$ cat src/rtl/vga_frame_sequencer_if.sv
// Control/status bundle between the top-level control logic, the frame
// sequencer and the vga_driver. FRAME_CNT_W must match the sequencer's parameter.
interface vga_frame_sequencer_if #(
  parameter int FRAME_CNT_W = 16
);
  logic                   start;
  logic                   stop;
  logic                   v_sync;
  logic                   drv_en;
  logic                   blank;
  logic [1:0]             pattern_sel;
  logic [FRAME_CNT_W-1:0] frame_cnt;
  logic                   frame_start;
  logic [1:0]             state;
  logic                   err;

  // The sequencer is the slave: it takes commands and v_sync, and reports status.
  modport slave (
    input  start, stop, v_sync,
    output drv_en, blank, pattern_sel, frame_cnt, frame_start, state, err
  );

  modport master (
    output start, stop, v_sync,
    input  drv_en, blank, pattern_sel, frame_cnt, frame_start, state, err
  );
endinterface

$ cat src/rtl/vga_frame_sequencer.sv
// Run-time sequencer for the VGA driver: warm-up, pattern rotation, clean stop.
// Optional watchdog enabled by defining VGA_SEQ_WATCHDOG_EN.
module vga_frame_sequencer #(
  parameter int WARMUP_FRAMES   = 2,
  parameter int PAT_HOLD_FRAMES = 60,
  parameter int NUM_PAT         = 4,
  parameter int FRAME_CNT_W     = 16,
  parameter int WDOG_CYCLES     = 700000
) (
  input logic                  clk,
  input logic                  rst,
  vga_frame_sequencer_if.slave bus
);

  typedef enum logic [1:0] {
    S_IDLE   = 2'd0,
    S_WARMUP = 2'd1,
    S_RUN    = 2'd2,
    S_DRAIN  = 2'd3
  } state_t;

  localparam int WARM_W = (WARMUP_FRAMES > 1) ? $clog2(WARMUP_FRAMES) : 1;
  localparam int HOLD_W = (PAT_HOLD_FRAMES > 1) ? $clog2(PAT_HOLD_FRAMES) : 1;

  state_t                 state_q, state_d;
  logic                   drv_en_q, blank_q;
  logic                   v_sync_d, fs_q;
  logic [WARM_W-1:0]      warm_q, warm_d;
  logic [HOLD_W-1:0]      hold_q, hold_d;
  logic [1:0]             pat_q, pat_d;
  logic [FRAME_CNT_W-1:0] cnt_q, cnt_d;
  logic                   err_q;
  logic                   clr_run, adv_run;

`ifdef VGA_SEQ_WATCHDOG_EN
  localparam int WD_W = $clog2(WDOG_CYCLES);
  logic [WD_W-1:0] wd_q, wd_d;
  logic            err_d;
`else
  assign err_q = 1'b0;
`endif

  always_comb begin
    // NOTE: every combinational output gets a default first so no path infers a latch.
    state_d = state_q;
    warm_d  = warm_q;
    hold_d  = hold_q;
    pat_d   = pat_q;
    cnt_d   = cnt_q;
    clr_run = 1'b0;
    adv_run = 1'b0;
`ifdef VGA_SEQ_WATCHDOG_EN
    wd_d  = wd_q;
    err_d = err_q;
`endif

    unique case (state_q)
      S_IDLE: begin
        if (bus.start && !bus.stop && !err_q) begin
          warm_d = '0;
          if (WARMUP_FRAMES == 0) begin
            state_d = S_RUN;
            clr_run = 1'b1;
          end else begin
            state_d = S_WARMUP;
          end
        end
      end
      S_WARMUP: begin
        if (bus.stop) begin
          state_d = S_IDLE;
        end else if (fs_q) begin
          if (warm_q == WARM_W'(WARMUP_FRAMES - 1)) begin
            state_d = S_RUN;
            clr_run = 1'b1;
          end else begin
            warm_d = warm_q + 1'b1;
          end
        end
      end
      S_RUN: begin
        adv_run = fs_q;
        if (bus.stop) state_d = S_DRAIN;
      end
      S_DRAIN: begin
        // A fresh start cancels the pending stop; otherwise the next frame ends display.
        adv_run = fs_q;
        if (bus.start && !bus.stop) state_d = S_RUN;
        else if (fs_q)              state_d = S_IDLE;
      end
      default: state_d = S_IDLE;
    endcase

    if (clr_run) begin
      cnt_d  = '0;
      hold_d = '0;
      pat_d  = '0;
    end else if (adv_run) begin
      cnt_d = cnt_q + 1'b1;
      if (hold_q == HOLD_W'(PAT_HOLD_FRAMES - 1)) begin
        hold_d = '0;
        pat_d  = (pat_q == 2'(NUM_PAT - 1)) ? 2'd0 : pat_q + 2'd1;
      end else begin
        hold_d = hold_q + 1'b1;
      end
    end

`ifdef VGA_SEQ_WATCHDOG_EN
    // A missing v_sync while enabled trips the watchdog and forces the display off.
    if (state_q == S_IDLE || fs_q) begin
      wd_d = '0;
    end else if (wd_q == WD_W'(WDOG_CYCLES - 1)) begin
      err_d   = 1'b1;
      state_d = S_IDLE;
    end else begin
      wd_d = wd_q + 1'b1;
    end
`endif
  end

  always_ff @(posedge clk) begin
    // NOTE: sequential state uses non-blocking assignments so all registers update together.
    if (rst) begin
      state_q  <= S_IDLE;
      drv_en_q <= 1'b0;
      blank_q  <= 1'b1;
      v_sync_d <= 1'b1;
      fs_q     <= 1'b0;
      warm_q   <= '0;
      hold_q   <= '0;
      pat_q    <= '0;
      cnt_q    <= '0;
    end else begin
      state_q  <= state_d;
      drv_en_q <= (state_d != S_IDLE);
      blank_q  <= (state_d == S_IDLE) || (state_d == S_WARMUP);
      v_sync_d <= bus.v_sync;
      fs_q     <= drv_en_q & v_sync_d & ~bus.v_sync;
      warm_q   <= warm_d;
      hold_q   <= hold_d;
      pat_q    <= pat_d;
      cnt_q    <= cnt_d;
    end
  end

`ifdef VGA_SEQ_WATCHDOG_EN
  always_ff @(posedge clk) begin
    if (rst) begin
      wd_q  <= '0;
      err_q <= 1'b0;
    end else begin
      wd_q  <= wd_d;
      err_q <= err_d;
    end
  end
`endif

  assign bus.state       = state_q;
  assign bus.drv_en      = drv_en_q;
  assign bus.blank       = blank_q;
  assign bus.pattern_sel = pat_q;
  assign bus.frame_cnt   = cnt_q;
  assign bus.frame_start = fs_q;
  assign bus.err         = err_q;

endmodule
$ cat src/flat_wrapper.sv
// flat-port wrapper written by rule: the top's interface ports become plain ports
module vga_frame_sequencer_flat 
#(
  parameter int WARMUP_FRAMES   = 2,
  parameter int PAT_HOLD_FRAMES = 60,
  parameter int NUM_PAT         = 4,
  parameter int FRAME_CNT_W     = 16,
  parameter int WDOG_CYCLES     = 700000
)
  (clk, rst, bus_start, bus_stop, bus_v_sync, bus_drv_en, bus_blank, bus_pattern_sel, bus_frame_cnt, bus_frame_start, bus_state, bus_err);
  vga_frame_sequencer_if #(.FRAME_CNT_W(FRAME_CNT_W)) bus_i ();
  input logic clk;
  input logic rst;
  input wire logic [$bits(bus_i.start)-1:0] bus_start;
  input wire logic [$bits(bus_i.stop)-1:0] bus_stop;
  input wire logic [$bits(bus_i.v_sync)-1:0] bus_v_sync;
  output wire logic [$bits(bus_i.drv_en)-1:0] bus_drv_en;
  output wire logic [$bits(bus_i.blank)-1:0] bus_blank;
  output wire logic [$bits(bus_i.pattern_sel)-1:0] bus_pattern_sel;
  output wire logic [$bits(bus_i.frame_cnt)-1:0] bus_frame_cnt;
  output wire logic [$bits(bus_i.frame_start)-1:0] bus_frame_start;
  output wire logic [$bits(bus_i.state)-1:0] bus_state;
  output wire logic [$bits(bus_i.err)-1:0] bus_err;
  assign bus_i.start = bus_start;
  assign bus_i.stop = bus_stop;
  assign bus_i.v_sync = bus_v_sync;
  assign bus_drv_en = bus_i.drv_en;
  assign bus_blank = bus_i.blank;
  assign bus_pattern_sel = bus_i.pattern_sel;
  assign bus_frame_cnt = bus_i.frame_cnt;
  assign bus_frame_start = bus_i.frame_start;
  assign bus_state = bus_i.state;
  assign bus_err = bus_i.err;
  vga_frame_sequencer #(.WARMUP_FRAMES(WARMUP_FRAMES), .PAT_HOLD_FRAMES(PAT_HOLD_FRAMES), .NUM_PAT(NUM_PAT), .FRAME_CNT_W(FRAME_CNT_W), .WDOG_CYCLES(WDOG_CYCLES)) u_core (.clk(clk), .rst(rst), .bus(bus_i));
endmodule
$ cat config.mk
export PLATFORM = sky130hd
export DESIGN_NAME = vga_frame_sequencer_flat
export DESIGN_NICKNAME = d
export VERILOG_FILES = /design/src/rtl/vga_frame_sequencer_if.sv /design/src/rtl/vga_frame_sequencer.sv /design/src/flat_wrapper.sv
export SDC_FILE = /design/constraint.sdc
export NUM_CORES = 1
export LEC_CHECK = 0
export CAP_MARGIN = 40
export CORE_ASPECT_RATIO = 1.2
export CORE_MARGIN = 3
export CORE_UTILIZATION = 36
export DETAILED_ROUTE_END_ITERATION = 8
export PLACE_DENSITY = 0.68
export SETUP_SLACK_MARGIN = 0.2
export SLEW_MARGIN = 20
export SYNTH_ARGS = -nofsm -noshare
export SYNTH_HDL_FRONTEND = slang
export SYNTH_SLANG_ARGS = --single-unit
$ cat constraint.sdc
create_clock -name clk -period 3.84 [get_ports clk]
set_input_delay 0.768 -clock clk [delete_from_list [all_inputs] [get_ports clk]]
set_output_delay 0.768 -clock clk [all_outputs]
set_load 0.1 [all_outputs]
==> results of run 1 <==
==> report_power, final <==
part           total, mW  internal, mW  leakage [nW]  switching [mW]
Combinational     0.0334        0.0112         0.516          0.0223
Sequential         0.325         0.323         0.250         0.00150
Clock              0.327         0.210        0.0612           0.118
Total              0.686         0.544         0.828           0.141
==> sequential cells by signal (all words and copies together), names as in the netlist <==
name / cells
u_core.v_sync_d: 1
u_core.bus.pattern_sel: 2
u_core.bus.frame_cnt: 16
u_core.bus.blank: 1
u_core.bus.drv_en: 1
u_core.bus.state: 2
u_core.hold_q: 6
u_core.bus.frame_start: 1
u_core.warm_q: 1
==> placed cells by master (no fill, tap or decap), types with 2 or more instances in the layout <==
| cell type | Yosys | routed |
|---|---|---|
| a21o_1 | 2 | 2 |
| a21oi_1 | 6 | 6 |
| and3_1 | 4 | 4 |
| and4_1 | 2 | 2 |
| buf_8 | 0 | 23 |
| clkbuf_8 | 0 | 6 |
| clkdlybuf4s50_1 | 0 | 27 |
| dfxtp_1 | 31 | 31 |
| ha_1 | 3 | 3 |
| mux2i_1 | 3 | 3 |
| nand2_1 | 22 | 22 |
| nand3_1 | 9 | 9 |
| nand4_1 | 7 | 7 |
| nor2_1 | 24 | 24 |
| nor4_1 | 4 | 4 |
| o21ai_0 | 2 | 2 |
| or2_2 | 2 | 2 |
| or3_1 | 2 | 2 |
| xnor2_1 | 5 | 5 |
| xor2_1 | 9 | 9 |
==> cell type report <==
cell class	instances	share of cell area (%)
flip-flops and latches	31	28.85
clock inverters	2	1.629
clock buffers	6	3.839
well taps	52	3.025
repair buffers	50	28.62
inverters	1	0.1745
multi-input cells	122	33.86
==> per-layer routing <==
layer	vias up	global-route usage (%)	share of wire (%)
met5	-	0	0
met4	0	6.618	1.8
met3	7	2.719	3.0
met2	22	25.67	51
met1	602	16.95	44
li1	654	-	-
==> worst max-delay path: cells and delay by family <==
kind | cells | cell delay, ps
AO/OA/AOI/OAI | 2 | 430
AND/OR/NAND/NOR | 2 | 850
buffers and inverters | 1 | 540
==> how the worst max path moves through the flow <==
stage | endpoint | startpoint
2_1_floorplan | u_core.bus.frame_cnt[8]$_SDFFE_PP0N_ | u_core.bus.frame_cnt[0]$_SDFFE_PP0N_
3_3_place_gp | u_core.bus.frame_cnt[14]$_SDFFE_PP0N_ | bus_stop
3_5_place_dp | u_core.bus.frame_cnt[14]$_SDFFE_PP0N_ | bus_stop
4_1_cts | u_core.bus.frame_cnt[14]$_SDFFE_PP0N_ | bus_stop
5_1_grt | u_core.bus.frame_cnt[14]$_SDFFE_PP0N_ | bus_stop
6_report | u_core.bus.frame_cnt[14]$_SDFFE_PP0N_ | bus_stop
==> through the flow <==
stage | setup slack, ps | util, % | hold slack, ps
after global placement | 1207 | 45.70 | 397.4
after floorplan | 1611 | - | 395.2
after detailed placement | 1188 | 55.05 | 404.8
final | 1474 | 58.23 | 411.4
after global routing | 1393 | 58.23 | 444.0
after CTS | 1478 | 58.23 | 414.3
==> kinds of logic after synthesis <==
logic type | Yosys count | synth area share (%)
simple gates | 85 | 30.77
mux | 3 | 2.147
buf+inv | 8 | 3.577
xor+xnor | 14 | 8.766
flops | 31 | 44.37
other cells | 1 | 0.2681
compound gates | 16 | 7.425
fa+ha+maj | 3 | 2.684
==> key figures, run 1 <==
Synthesis
  • Yosys top cell area share: 44.36%
  • Yosys Warn Count: 0
  • Synthesized cell area: 1399 um2
  • Largest cells by area after synthesis: dfxtp_1 (44%), nor2_1 (6.4%), nand2_1 (5.9%), xor2_1 (5.6%), nand3_1 (3.2%)
  • Main flop type after synthesis: dfxtp_1
  • Seq/Total Area, Yosys: 44.36%
  • Top cells by count, synth: dfxtp_1 (31), nor2_1 (24), nand2_1 (22)
  • #FFs+latches synth: 31
  • Avg Cell Area, Syn: 8.688 um2
  • Async set or reset register ratio after synthesis: 0%
  • Library cells used by synthesis: 38
  • Post-synth top area cell: dfxtp_1
  • Synthesized net count: 169
  • Count leader, synth: dfxtp_1
  • Post-synth EDFFs: 0
  • Post-synthesis instance total: 161

Timing
  • Min Tclk post-route: 2366 ps
  • FMAX: 422.6 MHz
  • Unrepaired setup endpoints after global routing: no
  • Post-route setup TNS: 0 ps
  • Final hold vios: 0
  • Count of final setup violators: 0
  • Final period utilization: 61.62%
  • Slew Limit Headroom: 62.02%
  • Setup Skew: 4.316 ps
  • Max Slew Vio Count: 0
  • Slew @ Worst Pin: 569.7 ps

Routing
  • Number of DRC markers in iteration 0: 40
  • DRC Markers: 0
  • Vias: 1285
  • Drt via density: 4.867
  • Post-route ant nets: 0
  • Post-Route WL: 3089 um
  • Pre-antenna DRT Iters: 4
  • Average wire per standard cell: 11.70 um

Critical path
  • CP Max Fanout: 18
  • R2R Path End: u_core.bus.frame_cnt[14]$_SDFFE_PP0N_
  • CP Class: in2reg
  • Worst R2R Start: u_core.bus.state[1]$_SDFF_PP0_
  • Reg2reg setup slack: 2000 ps
  • Critical Path RT: 4060 ps
  • Max incr delay on CP: 590 ps
  • CP max stage cell: or4b_4
  • WP data arrival: 2580 ps
  • Cell Chain, Critical Path: clkdlybuf4s50_1, and4bb_4, a21o_1, or4b_4, o21ai_2
  • Reg2reg path depth: 4
  • Worst setup EP type: flip-flop
  • Startpoint types: primary input

Place
  • RePlAce Congestion: 0.7805
  • Port bufs: 27
  • Placed Area: 2033 um2
  • Detailed placement HPWL: 2284 um
  • Post-Place Cells: 256

Cells and area
  • Antenna Cells: 0
  • Post-layout nets: 219
  • Layout area overhead: 53.76%
  • Layout cell share with drive strength beyond 1: 16.98%
  • Final cell count without fillers: 264
  • Fin area: 2151 um2
  • Multi-input logic area: 728.2 um2
  • Fillers: 318
  • Register area: 620.6 um2

Floorplan
  • Die H: 74.29 um
  • Core area: 3694 um2
  • IO Pins: 29
  • Die area: 4673 um2
  • Row cnt: 24
  • Starting Density: 37.87%
  • Die Width: 62.91 um

Clock tree
  • Worst-path clk slew: 60 ps
  • Post_cts resized: 0
  • Clk sink count: 31
  • Post-CTS Setup Bufs: 0
  • CTS tree: yes
  • CTS hold repair buffers: 0
  • Clk root buf: clkbuf_8
  • H-tree depth: 2
  • Buffer depth of the longest clock path: 2
  • Worst skew pair latency: 280 ps
  • Clock buffer count from CTS: 5

GRT
  • Antenna violations before repair: 0
  • GRT Util Overall: 14.42%
  • Largest net degree at the start of global routing: 19
  • Number of global-route vias before repair: 1213
  • GRT overflow: 0
  • First-pass GRT wire length: 5409 um

Hold path
  • Hold EP: u_core.bus.frame_start$_SDFF_PP0_
  • Hold Path Origin: u_core.v_sync_d$_SDFF_PP1_
  • HP Class: reg2reg
  • Worst Hold Depth: 2

Power and ir drop
  • Power Density: 318.8 nW/um2
  • Pwr Total: 0.6856 mW
  • VDD IR max: 0.2555 mV
  • Leak: 0.8277 nW

Outcome
  • Status: completed

Flow run
  • Max-Cap Viols: 0
(Power assumes the default switching activity.)
==> inputs of run 2 (changes only) <==
--- a/config.mk
+++ b/config.mk
@@ -10,7 +10,7 @@
 export CORE_MARGIN = 3
 export CORE_UTILIZATION = 36
 export DETAILED_ROUTE_END_ITERATION = 8
-export PLACE_DENSITY = 0.68
+export PLACE_DENSITY = 0.7
 export SETUP_SLACK_MARGIN = 0.2
 export SLEW_MARGIN = 20
 export SYNTH_ARGS = -nofsm -noshare
==> constraint.sdc (replaced) <==
create_clock -name clk -period 2.1 [get_ports clk]
set_input_delay 0.42 -clock clk [delete_from_list [all_inputs] [get_ports clk]]
set_output_delay 0.42 -clock clk [all_outputs]
set_load 0.1 [all_outputs]
==> key figures, run 2 (synthesized netlist as in run 1, its figures left out) <==
GRT
  • GRT overflow: 0
  • First-pass GRT wire length: 5092 um
  • GRT Util Overall: 13.93%
  • Number of global-route vias before repair: 1161
  • Largest net degree at the start of global routing: 13
  • Antenna violations before repair: 0

Hold path
  • HP Class: reg2reg
  • Hold Path Origin: u_core.v_sync_d$_SDFF_PP1_

Power and ir drop
  • Leak: 0.7292 nW
  • Power Density: 649.5 nW/um2
  • VDD IR max: 0.4051 mV
  • Pwr Total: 1.162 mW

Place
  • RePlAce Congestion: 0.8286
  • Placed Area: 1689 um2
  • Detailed placement HPWL: 2153 um
  • Port bufs: 27
  • Post-place setup slack: 105.5 ps

Floorplan
  • Die H: 74.29 um
  • Row cnt: 24
  • Die area: 4673 um2
  • IO Pins: 29
  • Starting Density: 37.87%
  • Die Width: 62.91 um
  • Core area: 3694 um2

Timing
  • Final worst slack: 390.3 ps
  • Count of final setup violators: 0
  • Final period utilization: 81.41%
  • Post-route setup TNS: 0 ps
  • Setup Skew: 3.367 ps
  • Max Slew Vio Count: 0
  • Unrepaired setup endpoints after global routing: no
  • Min Tclk post-route: 1710 ps
  • Final hold vios: 0
  • FMAX: 584.9 MHz

Clock tree
  • Worst-path clk slew: 60 ps
  • Clk sink count: 31
  • CTS tree: yes
  • CTS hold repair buffers: 0
  • H-tree depth: 2
  • Clock buffer count from CTS: 5
  • Post_cts resized: 0
  • Worst skew pair latency: 280 ps
  • Buffer depth of the longest clock path: 2
  • Post-CTS Setup Bufs: 0
  • Clk root buf: clkbuf_8

Critical path
  • CP max stage cell: or4b_4
  • CP Class: in2reg
  • Critical Path RT: 2320 ps
  • Critical Path Start: bus_stop
  • Worst setup EP type: flip-flop
  • Startpoint types: primary input
  • WP data arrival: 1930 ps
  • Worst R2R Start: u_core.bus.frame_cnt[0]$_SDFFE_PP0N_
  • Cell Chain, Critical Path: clkdlybuf4s50_1, and4bb_4, a21o_1, or4b_4, o21ai_2
  • CP Max Fanout: 4
  • Max incr delay on CP: 520 ps

Cells and area
  • Layout area overhead: 27.91%
  • Antenna Cells: 0
  • Fillers: 360
  • Layout cell share with drive strength beyond 1: 29.38%
  • Commonest non-fill, non-tap cell in the layout: buf_4
  • Post-layout nets: 201
  • Fin area: 1789 um2
  • Fin util: 48.44%
  • Register area: 641.9 um2
  • Multi-input logic area: 728.2 um2
  • Max FFs per register: 16
  • Most frequent cells in the layout: buf_4 (28), nor2_1 (24), nand2_1 (22), dfxtp_2 (17), dfxtp_1 (14)

Routing
  • DRC Markers: 0
  • Pre-antenna DRT Iters: 4
  • Number of DRC markers in iteration 0: 48
  • Vias: 1213
  • Average wire per standard cell: 11.83 um
  • Drt via density: 4.931
  • Post-route ant nets: 0
  • Post-Route WL: 2911 um

Outcome
  • Status: completed

Flow run
  • Max-Cap Viols: 0
==> run 2: through the flow <==
stage | instances | hold slack, ps
final | 246 | 409.1
after global routing | 246 | 431.7
after CTS | 246 | 408.7
after detailed placement | 238 | 400.6
after global placement | 238 | 395.0
after floorplan | 161 | 387.8
==> run 2: critical path, delay by kind of cell <==
family                 cells  cell delay [ps]
AO/OA/AOI/OAI              2              270
buffers and inverters      1              480
AND/OR/NAND/NOR            2              760
==> run 2: path summary, 6_finish.rpt <==
check / slack [ps] / depth (start not counted) / to
worst min register to register: 410 / 2 / u_core.bus.frame_start$_SDFF_PP0_
worst max register to register: 520 / 5 / u_core.bus.frame_cnt[8]$_SDFFE_PP0N_
worst max-delay path: 390 / 5 / u_core.bus.frame_cnt[14]$_SDFFE_PP0N_
worst min-delay path: 410 / 2 / u_core.bus.frame_start$_SDFF_PP0_
==> run 2: where the power goes <==
| part | leakage (nW) | switching [mW] | internal, mW | total (mW) |
|---|---|---|---|---|
| Combinational | 0.419 | 0.0404 | 0.0202 | 0.0606 |
| Clock | 0.0515 | 0.209 | 0.299 | 0.507 |
| Sequential | 0.259 | 0.00281 | 0.591 | 0.594 |
==> run 2: metal layers <==
layer	vias to the layer above	GRT usage, %	wire, um
met5	-	0	0
met4	0	7.843	70
met3	8	5.891	175
met2	25	23.56	1395
met1	557	14.79	1269
li1	623	-	-
==> run 2: layout make-up <==
class	count	share of cell area, %
Timing Repair Buffer	32	13.99
Tap cell	52	3.636
Multi-Input combinational cell	122	40.70
Sequential cell	31	35.87
Clock buffer	8	5.594
Inverter	1	0.2098
